## src/rtl/led_stretch_pwm_driver_pkg.sv

```systemverilog
// Shared constants and sizing helpers for the LED stretch/PWM driver.
package led_drv_pkg;

    localparam int LED_WIDTH = 5;
    localparam int CLK_HZ    = 50_000_000;

    // Countdown register width able to hold n; never narrower than one bit.
    function automatic int stretch_cnt_width(input int n);
        int w;
        w = $clog2(n + 1);
        return (w < 1) ? 1 : w;
    endfunction

endpackage

```

## src/rtl/led_stretch_pwm_driver_if.sv

```systemverilog
// Pattern/duty/enable inputs and LED/debug outputs of the stretch/PWM driver.
interface led_stretch_pwm_driver_if #(
    parameter int WIDTH    = 5,
    parameter int PWM_BITS = 8
);
    logic [WIDTH-1:0]    pattern_in;
    logic [PWM_BITS-1:0] duty;
    logic                enable;
    logic [WIDTH-1:0]    led_out;
    logic [WIDTH-1:0]    active;
    logic                frame_start;

    modport master (
        output pattern_in, duty, enable,
        input  led_out, active, frame_start
    );

    modport slave (
        input  pattern_in, duty, enable,
        output led_out, active, frame_start
    );
endinterface

```

## src/rtl/led_stretch_pwm_driver_stretch_cell.sv

```systemverilog
// One LED bit: registered pattern bit plus countdown that holds it on after it falls.
// Latency 1 cycle input->active; no backpressure.
module led_stretch_cell
    import led_drv_pkg::*;
#(
    parameter int STRETCH_CYCLES = 2_500_000
) (
    input  logic clk,
    input  logic rst,
    input  logic i_pattern,
    output logic o_active
);
    localparam int            CW   = stretch_cnt_width(STRETCH_CYCLES);
    localparam logic [CW-1:0] LOAD = CW'(STRETCH_CYCLES);

    logic          r_pattern_q;
    logic [CW-1:0] r_cnt;

    // A high bit keeps reloading, so a re-rise mid-countdown never leaves a gap.
    always_ff @(posedge clk or posedge rst) begin
        if (rst) begin
            r_pattern_q <= 1'b0;
            r_cnt       <= '0;
        end else begin
            r_pattern_q <= i_pattern;
            if (r_pattern_q) begin
                r_cnt <= LOAD;
            end else if (r_cnt != '0) begin
                r_cnt <= r_cnt - 1'b1;
            end
        end
    end

    assign o_active = r_pattern_q | (r_cnt != '0);

endmodule

```

## src/rtl/led_stretch_pwm_driver.sv

```systemverilog
// Stretches each PIO LED bit to a minimum on-time, then dims all bits with a frame-aligned PWM.
// Latency 2 cycles pattern_in->led_out; no backpressure, a new pattern is taken every cycle.
module led_stretch_pwm_driver
    import led_drv_pkg::*;
#(
    parameter int WIDTH          = LED_WIDTH,
    parameter int STRETCH_CYCLES = 2_500_000,
    parameter int PWM_BITS       = 8
) (
    input  logic                    clk,
    input  logic                    reset,
    led_stretch_pwm_driver_if.slave bus
);
    logic [WIDTH-1:0]    w_active;
    logic [PWM_BITS-1:0] r_pwm_cnt;
    logic [PWM_BITS-1:0] r_duty_q;
    logic [WIDTH-1:0]    r_led_out;
    logic                r_frame_start;
    logic                w_wrap;
    logic                w_gate;

    for (genvar g = 0; g < WIDTH; g++) begin : g_bit
        led_stretch_cell #(
            .STRETCH_CYCLES(STRETCH_CYCLES)
        ) u_cell (
            .clk       (clk),
            .rst       (reset),
            .i_pattern (bus.pattern_in[g]),
            .o_active  (w_active[g])
        );
    end

    assign w_wrap = (r_pwm_cnt == '1);
    // All-ones duty must be fully on, which the compare alone would miss by one cycle.
    assign w_gate = (r_duty_q == '1) | (r_pwm_cnt < r_duty_q);

    // Duty is only sampled on the last frame cycle so a frame never sees two duties.
    always_ff @(posedge clk or posedge reset) begin
        if (reset) begin
            r_pwm_cnt     <= '0;
            r_duty_q      <= '0;
            r_led_out     <= '0;
            r_frame_start <= 1'b0;
        end else begin
            r_pwm_cnt     <= r_pwm_cnt + 1'b1;
            r_frame_start <= w_wrap;
            if (w_wrap) begin
                r_duty_q <= bus.duty;
            end
            r_led_out <= w_active & {WIDTH{w_gate & bus.enable}};
        end
    end

    assign bus.active      = w_active;
    assign bus.led_out     = r_led_out;
    assign bus.frame_start = r_frame_start;

endmodule

```

## src/flat_wrapper.sv

```systemverilog
// flat-port wrapper written by rule: the top's interface ports become plain ports
module led_stretch_pwm_driver_flat import led_drv_pkg::*;
#(
    parameter int WIDTH          = LED_WIDTH,
    parameter int STRETCH_CYCLES = 2_500_000,
    parameter int PWM_BITS       = 8
)
  (clk, reset, bus_pattern_in, bus_duty, bus_enable, bus_led_out, bus_active, bus_frame_start);
  led_stretch_pwm_driver_if #(.WIDTH(WIDTH), .PWM_BITS(PWM_BITS)) bus_i ();
  input  logic clk;
  input  logic reset;
  input wire logic [$bits(bus_i.pattern_in)-1:0] bus_pattern_in;
  input wire logic [$bits(bus_i.duty)-1:0] bus_duty;
  input wire logic [$bits(bus_i.enable)-1:0] bus_enable;
  output wire logic [$bits(bus_i.led_out)-1:0] bus_led_out;
  output wire logic [$bits(bus_i.active)-1:0] bus_active;
  output wire logic [$bits(bus_i.frame_start)-1:0] bus_frame_start;
  assign bus_i.pattern_in = bus_pattern_in;
  assign bus_i.duty = bus_duty;
  assign bus_i.enable = bus_enable;
  assign bus_led_out = bus_i.led_out;
  assign bus_active = bus_i.active;
  assign bus_frame_start = bus_i.frame_start;
  led_stretch_pwm_driver #(.WIDTH(WIDTH), .STRETCH_CYCLES(STRETCH_CYCLES), .PWM_BITS(PWM_BITS)) u_core (.clk(clk), .reset(reset), .bus(bus_i));
endmodule
```

## config.mk

```make
export PLATFORM = sky130hd
export DESIGN_NAME = led_stretch_pwm_driver_flat
export DESIGN_NICKNAME = d
export VERILOG_FILES = /design/src/rtl/led_stretch_pwm_driver_pkg.sv /design/src/rtl/led_stretch_pwm_driver_if.sv /design/src/rtl/led_stretch_pwm_driver_stretch_cell.sv /design/src/rtl/led_stretch_pwm_driver.sv /design/src/flat_wrapper.sv
export SDC_FILE = /design/constraint.sdc
export NUM_CORES = 1
export LEC_CHECK = 0
export CAP_MARGIN = 10
export CELL_PAD_IN_SITES_DETAIL_PLACEMENT = 0
export CELL_PAD_IN_SITES_GLOBAL_PLACEMENT = 1
export CORE_ASPECT_RATIO = 1.5
export CORE_MARGIN = 2
export CORE_UTILIZATION = 45
export DETAILED_ROUTE_END_ITERATION = 7
export DONT_BUFFER_PORTS = 1
export GPL_ROUTABILITY_DRIVEN = 1
export PLACE_DENSITY_LB_ADDON = 0.05
export SETUP_SLACK_MARGIN = 0.02
export SLEW_MARGIN = 20
export SYNTH_ARGS = -nofsm -noshare
export SYNTH_HDL_FRONTEND = slang
export SYNTH_SLANG_ARGS = --single-unit
```

## constraint.sdc

```tcl
create_clock -name clk -period 6.1 [get_ports clk]
set_clock_uncertainty 0.15 [all_clocks]
set_input_delay 0.915 -clock clk [delete_from_list [all_inputs] [get_ports clk]]
set_output_delay 0.915 -clock clk [all_outputs]
set_load 0.02 [all_outputs]
```

==> results.sh, run 1 <==
export IMPL_path_cells="or4_1 > nor4_2 > nand3_1 > nor2_1 > inv_1"
export IMPL_io_pins=27
export IMPL_cellPowerDensity_nw_per_um2=288.2
export IMPL_path_buf_inv=1
export IMPL_synth_area_leaders="dfrtp_1, nor2_1, xor2_1"
export IMPL_drtIter0Drc=250
export IMPL_fp_coreArea_um2=15480
export IMPL_worstMarginPinSlew_ns=0.9671
export IMPL_crit_slowest_cell="nor4_2"
export IMPL_vias_per_cell=5.589
export IMPL_antenna_found_initial=0
export IMPL_synth_edf_count=0
export IMPL_cp_required_ns=5.03
export IMPL_synth_cell_type_count=62
export IMPL_global_route_usage_met2_pct=33.85
export IMPL_drc=0
export IMPL_synthAdderAreaFrac_pct=2.302
export IMPL_ant_nets=0
export IMPL_grt_overflow_total=0
export IMPL_crit_path_end_kind="output port"
export IMPL_clock_latency_ns=0.42
export IMPL_cts_setup_buffers=0
export IMPL_synth_xor_area_share_pct=7.560
export IMPL_place_hpwl_mm=9.673
export IMPL_finalNetCount=750
export IMPL_critPathMaxStageDelay_ns=0.77
export IMPL_critPathTopFamily="simple AND/OR/NAND/NOR gates"
export IMPL_setup_ws_ns=1.999
export IMPL_start_util_pct=45.64
export IMPL_h_tree_depth=4
export IMPL_cp_arrival_ns=3.04
export IMPL_leakage_nw=2.961
export IMPL_routed_wl_mm=14.11
export IMPL_synth_area_per_cell_um2=9.681
export IMPL_cts_repair_resized=0
export IMPL_final_common_cell="dfrtp_1"
export IMPL_synth_area_um2=7067
export IMPL_cts_reportedPaths_clkPinSlew_ns=0.05
export IMPL_n_antenna_cell=0
export IMPL_critPathKind="reg2out"
export IMPL_num_vias=5231
export IMPL_yosysTopAreaCellShare_pct=48.51
export IMPL_die_y_um=157.5
export IMPL_yosysTopAreaCell="dfrtp_1"
export IMPL_grt_pass1_wl_mm=24.32
export IMPL_clkSinkCount=137
export IMPL_first_global_vias=5286
export IMPL_crit_fanout=12
export IMPL_most_common_layout_cells="dfrtp_1, nor2_1, nand2_1"
export IMPL_rsz0062_at_grt="false"
export IMPL_r2r_start="u_core.g_bit[4].u_cell.r_cnt[11]"
export IMPL_area_growth_pct=10.64
export IMPL_chipWidth_um=106.3
export IMPL_ir_drop_uv=183.6
export IMPL_r2r_cells=5
export IMPL_drive_gt1_share_pct=7.913
export IMPL_rrSetupSlack_ns=3.15
export IMPL_gp_congestion=0.7583
export IMPL_synth_nets=759
export IMPL_grt_use_met1_pct=20.14
export IMPL_grt_use_met3_pct=3.934
export IMPL_holdCritPathClass="in2async"
export IMPL_synthMuxAreaShare_pct=2.975
export IMPL_num_rows=56
export IMPL_ys_flop_type="dfrtp_1"
export IMPL_cts_tree="done"
export IMPL_status="finished, final reports clean"
export IMPL_final_hold_viol_count=0
export IMPL_grt_usage_pct=18.20
export IMPL_max_freq_mhz=243.9
export IMPL_dp_slack_ns=2.456
export IMPL_grt_max_degree=81
export IMPL_finalSetupViolations=0
export IMPL_dieArea_um2=16740
export IMPL_finalMaxSlewViolations=0
export IMPL_cts_buffers_inserted=17
export IMPL_tns_ns=0
export IMPL_utilization_pct=50.49
export IMPL_wl_per_cell_um=15.07
export IMPL_synthSimpleGateAreaFrac_pct=24.56
export IMPL_fin_crit_sh_pct=67.23
export IMPL_timing_rr_end="u_core.g_bit[4].u_cell.r_cnt[13]"
export IMPL_clockBufferDepth=2
export IMPL_port_buffers=0
export IMPL_cap_violations=0
export IMPL_root_buffer="clkbuf_16"
export IMPL_synth_compound_area_share_pct=10.59
export IMPL_synthArstFlopShare_pct=100.0
export IMPL_crit_path_start_kind="register"
export IMPL_synth_top_family_by_area="simple AND/OR/NAND/NOR gates"
export IMPL_dr_pass1_iters=4
export IMPL_cts_hold_buf=0
export IMPL_fin_crit_ns=4.101
export IMPL_synth_warnings=0
export IMPL_maxSlewHeadroom_pct=34.99
export IMPL_syn_inst=730
export IMPL_fin_worst_hold_slack_ns=0.2527
export IMPL_busiest_layer="met2"
export IMPL_synth_seq_cells=137
export IMPL_yosysSeqAreaShare_pct=48.51
cell families after synthesis:
family | count (synthesis)
xor gates and xnor gates | 61
AOI/OAI and AO/OA | 113
muxes | 20
DFF | 137
and+or+nand+nor | 327
buffers and inverters | 59
adders and majority gates | 13
registers in the layout (all words and copies together), names as in the netlist:
name,cells
u_core.r_pwm_cnt,8
u_core.g_bit.u_cell.r_cnt,110
u_core.bus.led_out,5
u_core.r_duty_q,8
u_core.bus.frame_start,1
u_core.g_bit.u_cell.r_pattern_q,5
synthesized netlist by cell type (5+ instances only):
cell,count
dfrtp_1,137
nor2_1,93
nand2_1,52
a21oi_1,35
xor2_1,31
xnor2_1,30
nor3_1,29
inv_1,26
nor4_1,22
clkbuf_1,20
nand2b_1,20
o21ai_0,20
or3_1,18
or4_1,18
nand3_1,15
ha_1,13
mux2i_1,12
a211oi_1,11
nor2b_1,10
nand4_1,9
mux2_2,8
a2111oi_0,7
o31ai_1,7
buf_2,6
and2_1,5
buf_4,5
o211ai_1,5
layout make-up:
type	instances	area, µm²
Tap cell	203	254.0
Inverter	27	106.4
Multi-Input combinational cell	534	3391
Clock inverter	8	117.6
Fill cell	1456	7666
Sequential cell	137	3428
Clock buffer	23	488.0
Timing Repair Buffer	4	33.78
layer usage:
layer	vias to the layer above	routed length (µm)	share of wire (%)
li1	2588	-	-
met1	2561	6052	43
met2	69	7594	54
met3	13	287	2.0
met4	0	172	1.2
met5	-	0	0
how the worst max path moves through the flow:
stage                                startpoint                endpoint  slack (ns)  cells after the start
5_1_grt        u_core.g_bit[4].u_cell.r_cnt[10]           bus_active[4]        1.73                      5
3_5_place_dp   u_core.g_bit[4].u_cell.r_cnt[11]           bus_active[4]        2.46                      5
3_3_place_gp   u_core.g_bit[4].u_cell.r_cnt[11]           bus_active[4]        2.54                      5
4_1_cts        u_core.g_bit[4].u_cell.r_cnt[11]           bus_active[4]        1.98                      5
2_1_floorplan                             reset  u_core.bus.frame_start        1.37                      1
6_report       u_core.g_bit[4].u_cell.r_cnt[11]           bus_active[4]        2.00                      5
where the power goes:
group	total, mW	internal [mW]	switching [mW]
logic	0.185	0.0776	0.108
registers	1.01	0.956	0.0588
clock network	1.05	0.681	0.372
through the flow:
step	power, mW	area (µm²)	instances
6_report	2.253	7819	936
5_1_grt	2.359	7819	936
4_1_cts	2.285	7815	936
3_5_place_dp	1.219	7209	905
3_3_place_gp	1.213	7209	905
2_1_floorplan	1.169	7067	730
Note: power is estimated with default switching activity, not from simulation.
==> run 2: changes to the inputs <==
Settings changed: ABC_AREA set to 1.
Clock period 6.1 ns to 3.8 ns, I/O delays scaled along.
==> run 2 against run 1 <==
First-iteration DRC count grew 34%. Wire length grew 30%. Critical path depth grew 2. Sequential power grew 66%. Sequential cell count is the same. Clock-buffer cell count shrank 2. Worst hold slack lost 0.22 ns. Synthesized cell count grew 42%. Highest routed layer unchanged. Combinational power grew to 3.5 times the previous value.
==> results.sh, run 2 <==
export IMPL_status="finished, final reports clean"
export IMPL_finalMaxSlewViolations=0
export IMPL_finalSetupViolations=0
export IMPL_max_freq_mhz=346.2
export IMPL_path_cells="inv_1 > ha_1 > nand2_1 > nor2_1 > nand3_2 > nor2_4 > inv_2"
export IMPL_dpl_cell_area_um2=8011
export IMPL_rsz0062_at_grt="false"
export IMPL_synth_nets=1068
export IMPL_worstMarginPinSlew_ns=0.6101
export IMPL_synthMuxAreaShare_pct=0
export IMPL_fin_crit_sh_pct=76.02
export IMPL_clkSinkCount=137
export IMPL_first_global_vias=6562
export IMPL_synthArstFlopShare_pct=100.0
export IMPL_fp_coreArea_um2=17200
export IMPL_dieArea_um2=18470
export IMPL_ir_drop_uv=266.3
export IMPL_cts_tree="done"
export IMPL_cellPowerDensity_nw_per_um2=468.1
export IMPL_wl_per_cell_um=14.43
export IMPL_finalPower_mw=4.047
export IMPL_h_tree_depth=4
export IMPL_routed_wl_mm=18.35
export IMPL_clock_latency_ns=0.41
export IMPL_cts_repair_resized=0
export IMPL_grt_pass1_wl_mm=31.69
export IMPL_place_hpwl_mm=13.68
export IMPL_holdCritPathClass="in2reg"
export IMPL_ant_nets=0
export IMPL_num_vias=6397
export IMPL_root_buffer="clkbuf_16"
export IMPL_cts_hold_buf=1
export IMPL_crit_slowest_cell="dfrtp_1"
export IMPL_reg_largest_list="u_core.g_bit.u_cell.r_cnt x110, u_core.r_duty_q x8, u_core.r_pwm_cnt x8"
export IMPL_grt_usage_pct=21.64
export IMPL_critPathMaxStageDelay_ns=0.36
export IMPL_ys_flop_type="dfrtp_1"
export IMPL_critPathTopFamily="simple AND/OR/NAND/NOR gates"
export IMPL_fin_crit_ns=2.889
export IMPL_synth_most_common_cell="nand2_1"
export IMPL_yosysSeqAreaShare_pct=43.83
export IMPL_chipWidth_um=111.6
export IMPL_vias_per_cell=5.029
export IMPL_dr_pass1_iters=5
export IMPL_synth_warnings=0
export IMPL_tns_ns=0
export IMPL_final_hold_viol_count=0
export IMPL_synthTopCellsByCount="nand2_1, nor2_1, inv_1, dfrtp_1, nand3_1"
export IMPL_gp_congestion=0.8486
export IMPL_start_util_pct=45.47
export IMPL_syn_inst=1039
export IMPL_cp_required_ns=3.08
export IMPL_finalNetCount=1075
export IMPL_synth_area_per_cell_um2=7.528
export IMPL_rrSetupSlack_ns=1.64
export IMPL_synth_seq_cells=137
export IMPL_leakage_nw=4.169
export IMPL_synthSimpleGateAreaFrac_pct=36.44
export IMPL_drc=0
export IMPL_num_rows=59
export IMPL_cap_violations=0
export IMPL_largest_register="u_core.g_bit.u_cell.r_cnt"
export IMPL_stdcell_area_um2=8646
export IMPL_antenna_found_initial=0
export IMPL_synth_cell_type_count=42
export IMPL_n_antenna_cell=0
export IMPL_port_buffers=0
export IMPL_synth_top_family_by_area="simple AND/OR/NAND/NOR gates"
export IMPL_area_growth_pct=10.54
export IMPL_synth_edf_count=0
export IMPL_critPathKind="reg2out"
export IMPL_drtIter0Drc=336
export IMPL_grt_overflow_total=0
export IMPL_utilization_pct=50.27
export IMPL_path_buf_inv=2
export IMPL_synth_area_leaders="dfrtp_1, nand2_1, nor2_1"
export IMPL_synth_compound_area_share_pct=4.927
export IMPL_cts_reportedPaths_clkPinSlew_ns=0.06
export IMPL_crit_path_start_kind="register"
export IMPL_cp_arrival_ns=2.17
export IMPL_crit_path_end_kind="output port"
export IMPL_cts_buffers_inserted=17
export IMPL_io_pins=27
export IMPL_final_common_cell="nand2_1"
export IMPL_drive_gt1_share_pct=9.160
export IMPL_synth_xor_area_share_pct=3.919
export IMPL_clockBufferDepth=2
export IMPL_largest_register_ffs=110
export IMPL_yosysTopAreaCell="dfrtp_1"
export IMPL_maxSlewHeadroom_pct=59.33
export IMPL_cts_setup_buffers=0
export IMPL_yosysTopAreaCellShare_pct=43.83
export IMPL_grt_max_degree=96
export IMPL_synth_area_um2=7821
export IMPL_synthAdderAreaFrac_pct=2.080
export IMPL_die_y_um=165.5
export IMPL_crit_fanout=13
export IMPL_most_common_layout_cells="nand2_1, nor2_1, inv_1"
-- run 2: cell count changes after synthesis, moves of 28 or more --
cell     before  now
inv_1        26  143
nand3_1      15   86
nand4_1       9   37
xnor2_1      30    0
nand2_1      52  217
nor2_1       93  188
-- run 2: path summary, 6_finish.rpt --
kind / from / to / depth (start not counted)
max: u_core.g_bit[0].u_cell.r_cnt[0] / bus_active[0] / 7
min: bus_pattern_in[1] / u_core.g_bit[1].u_cell.r_pattern_q / 0
max reg2reg: u_core.g_bit[0].u_cell.r_cnt[0] / u_core.g_bit[0].u_cell.r_cnt[8] / 9
min reg2reg: u_core.g_bit[0].u_cell.r_cnt[21] / u_core.g_bit[0].u_cell.r_cnt[21] / 1
max in group asynchronous: reset / u_core.g_bit[0].u_cell.r_cnt[6] / 3
min in group asynchronous: reset / u_core.g_bit[3].u_cell.r_cnt[18] / 2
-- run 2: cell families after synthesis --
| family | after synthesis |
|---|---|
| and+or+nand+nor | 616 |
| buffers and inverters | 169 |
| DFF | 137 |
| AOI/OAI and AO/OA | 69 |
| xor gates and xnor gates | 35 |
| adders and majority gates | 13 |
-- run 2: layout make-up --
type / instances / area, µm²
multi-input cells: 733 / 3705
flip-flops and latches: 137 / 3428
well taps: 213 / 266.5
repair buffers: 5 / 55.05
clock buffers: 21 / 470.5
clock inverters: 11 / 143.9
fillers: 1747 / 8554
inverters: 152 / 576.8
-- run 2: stage by stage --
stage	instances	hold slack [ns]	setup slack (ns)
5_1_grt	1272	0.005603	0.7389
3_5_place_dp	1238	0.3132	1.370
6_report	1272	0.03259	0.9113
2_1_floorplan	1039	0.2865	1.373
4_1_cts	1271	0.006337	0.9092
3_3_place_gp	1238	0.3103	1.412
-- run 2: routing by layer --
metal | vias to the layer above | track usage (%) | share of wire, %
met5 | - | 0 | 0
met4 | 0 | 8.979 | 2.7
met3 | 34 | 3.504 | 2.4
met2 | 92 | 40.88 | 53
met1 | 2974 | 24.03 | 42
li1 | 3297 | - | -
-- run 2: power by group --
part           switching (mW)  internal, mW
Combinational           0.450         0.203
Clock                   0.632          1.08
Sequential              0.112          1.57
==> run 3: changes to the inputs <==
Settings changed: ABC_AREA 1 to 0.
Clock period 3.8 ns to 2.8 ns, I/O delays scaled along.
==> run 3 against run 2 <==
Clock-buffer cell count fell by 1. Power rose by 23%. Setup slack worse by 1.0 ns. Worst hold slack gained 0.33 ns. Sequential cell count did not move. The run now ends with setup timing left. Register-to-register slack worse by 1.5 ns.
==> results.sh, run 3 (synthesis results as in run 1) <==
export IMPL_status="finished, violations left"
export IMPL_violations="setup timing"
export IMPL_ant_nets=0
export IMPL_cp_arrival_ns=2.33
export IMPL_multiInputGateArea_um2=3515
export IMPL_ir_drop_uv=364.0
export IMPL_place_hpwl_mm=10.32
export IMPL_num_rows=56
export IMPL_antenna_found_initial=0
export IMPL_largest_register="u_core.g_bit.u_cell.r_cnt"
export IMPL_die_y_um=157.5
export IMPL_crit_path_start_kind="register"
export IMPL_critical_path_startpoint="u_core.g_bit[3].u_cell.r_cnt[0]"
export IMPL_min_delay_start="u_core.r_pwm_cnt[4]"
export IMPL_n_antenna_cell=0
export IMPL_finalNetCount=808
export IMPL_dieArea_um2=16740
export IMPL_fin_crit_sh_pct=103.4
export IMPL_cp_required_ns=2.23
export IMPL_path_buf_inv=2
export IMPL_max_freq_mhz=345.4
export IMPL_finalPower_mw=4.977
export IMPL_cts_buffers_inserted=17
export IMPL_dr_pass1_iters=4
export IMPL_cellPowerDensity_nw_per_um2=591.5
export IMPL_utilization_pct=54.33
export IMPL_regArea_um2=3430
export IMPL_fp_coreArea_um2=15480
export IMPL_root_buffer="clkbuf_16"
export IMPL_clkSinkCount=137
export IMPL_finalMaxSlewViolations=0
export IMPL_cts_tree="done"
export IMPL_grt_overflow_total=0
export IMPL_maxSlewHeadroom_pct=45.71
export IMPL_clockBufferDepth=2
export IMPL_start_util_pct=45.64
export IMPL_io_pins=27
export IMPL_critPathMaxStageDelay_ns=0.45
export IMPL_chipWidth_um=106.3
export IMPL_rsz0062_at_grt="true"
export IMPL_final_hold_viol_count=0
export IMPL_grt_usage_pct=19.77
export IMPL_first_global_vias=5572
export IMPL_crit_slowest_cell="or4_4"
export IMPL_most_common_layout_cells="dfrtp_1, nor2_1, nand2_1"
export IMPL_area_growth_pct=19.05
export IMPL_grt_max_degree=93
export IMPL_drtIter0Drc=229
export IMPL_r2r_start="u_core.g_bit[3].u_cell.r_cnt[0]"
export IMPL_wl_per_cell_um=15.46
export IMPL_drive_gt1_share_pct=15.91
export IMPL_clock_latency_ns=0.43
export IMPL_largest_register_ffs=110
export IMPL_critPathTopFamily="simple AND/OR/NAND/NOR gates"
export IMPL_worstMarginPinSlew_ns=0.8144
export IMPL_gp_congestion=0.7816
export IMPL_num_vias=5497
export IMPL_finalSetupViolations=1
export IMPL_drc=0
export IMPL_path_cells="inv_1 > ha_1 > or3b_4 > or4_4 > or2_4 > nor2_4 > inv_2"
export IMPL_critPathKind="reg2out"
export IMPL_port_buffers=0
export IMPL_leakage_nw=3.261
export IMPL_cts_reportedPaths_clkPinSlew_ns=0.06
export IMPL_crit_path_end_kind="output port"
export IMPL_final_common_cell="dfrtp_1"
export IMPL_cap_violations=0
export IMPL_routed_wl_mm=15.39
export IMPL_num_fill_cells=1427
export IMPL_vias_per_cell=5.525
export IMPL_holdCritPathClass="reg2reg"
export IMPL_crit_fanout=4
export IMPL_reg_largest_list="u_core.g_bit.u_cell.r_cnt x110, u_core.r_duty_q x8, u_core.r_pwm_cnt x8"
export IMPL_grt_pass1_wl_mm=26.44
export IMPL_setup_ws_ns=-0.09504
export IMPL_fin_crit_ns=2.895
export IMPL_h_tree_depth=4
==> run 3: cell types whose count changed in the layout (fill, tap and decap cells not counted), moves of 13 or more <==
cell	change
nand2_1	-165
inv_1	-119
nor2_1	-98
nand3_1	-72
buf_4	+45
xnor2_1	+30
nand4_1	-28
nand2b_1	+20
nor2_2	-18
nor4_1	+18
or3_1	+16
or4_1	+13
==> run 3: final cells by class <==
| type | count | share of cell area, % |
|---|---|---|
| clock inverters | 12 | 1.785 |
| multi-input cells | 534 | 41.78 |
| flip-flops and latches | 137 | 40.76 |
| clock buffers | 20 | 5.309 |
| inverters | 27 | 1.249 |
| repair buffers | 62 | 6.098 |
| well taps | 203 | 3.019 |
==> run 3: layer usage <==
layer	vias to the layer above	part of all wire, %	global-route usage (%)	routed length (µm)
li1	2698	-	-	-
met5	-	0	0	0
met2	73	53	35.87	8146
met4	0	1.8	7.206	279
met3	21	1.9	4.099	291
met1	2705	43	22.84	6668
==> run 3: where the power goes <==
part           internal, mW  total (mW)  leakage, nW  switching [mW]
logic                 0.218       0.467         1.35           0.249
registers              2.08        2.22         1.63           0.141
clock network          1.42        2.29        0.286           0.868
total                  3.72        4.98         3.26            1.26
==> run 3: repair_timing <==
item,CTS,global route
cloned,0,0
resized for setup,17,10
hold endpoints to repair,150,0
setup endpoints to repair,4,9
hold buffers,14,0
pin swaps,2,1
setup buffers,13,6
==> run 3: worst paths after layout <==
path,end,slack [ns],cells after the start
worst max register to register,u_core.g_bit[3].u_cell.r_cnt[13],0.10,8
max in group asynchronous,u_core.g_bit[4].u_cell.r_cnt[15],1.54,3
worst min-delay path,u_core.r_pwm_cnt[4],0.36,1
worst min register to register,u_core.r_pwm_cnt[4],0.36,1
worst max-delay path,bus_active[3],-0.1,7
min in group asynchronous,u_core.g_bit[0].u_cell.r_cnt[7],0.50,3
==> run 3: metrics by stage <==
| stage | worst slack [ns] | hold slack (ns) | instances | area, µm² | setup TNS (ns) |
|---|---|---|---|---|---|
| 6_report | -0.09504 | 0.3584 | 995 | 8413 | -0.09504 |
| 5_1_grt | -0.1640 | 0.3773 | 995 | 8413 | -0.1640 |
| 4_1_cts | -0.08851 | 0.3543 | 989 | 8319 | -0.08851 |
| 3_5_place_dp | 0.1490 | 0.3015 | 930 | 7418 | 0 |
| 3_3_place_gp | 0.2233 | 0.3015 | 930 | 7418 | 0 |
| 2_1_floorplan | 0.08469 | 0.3014 | 730 | 7096 | 0 |
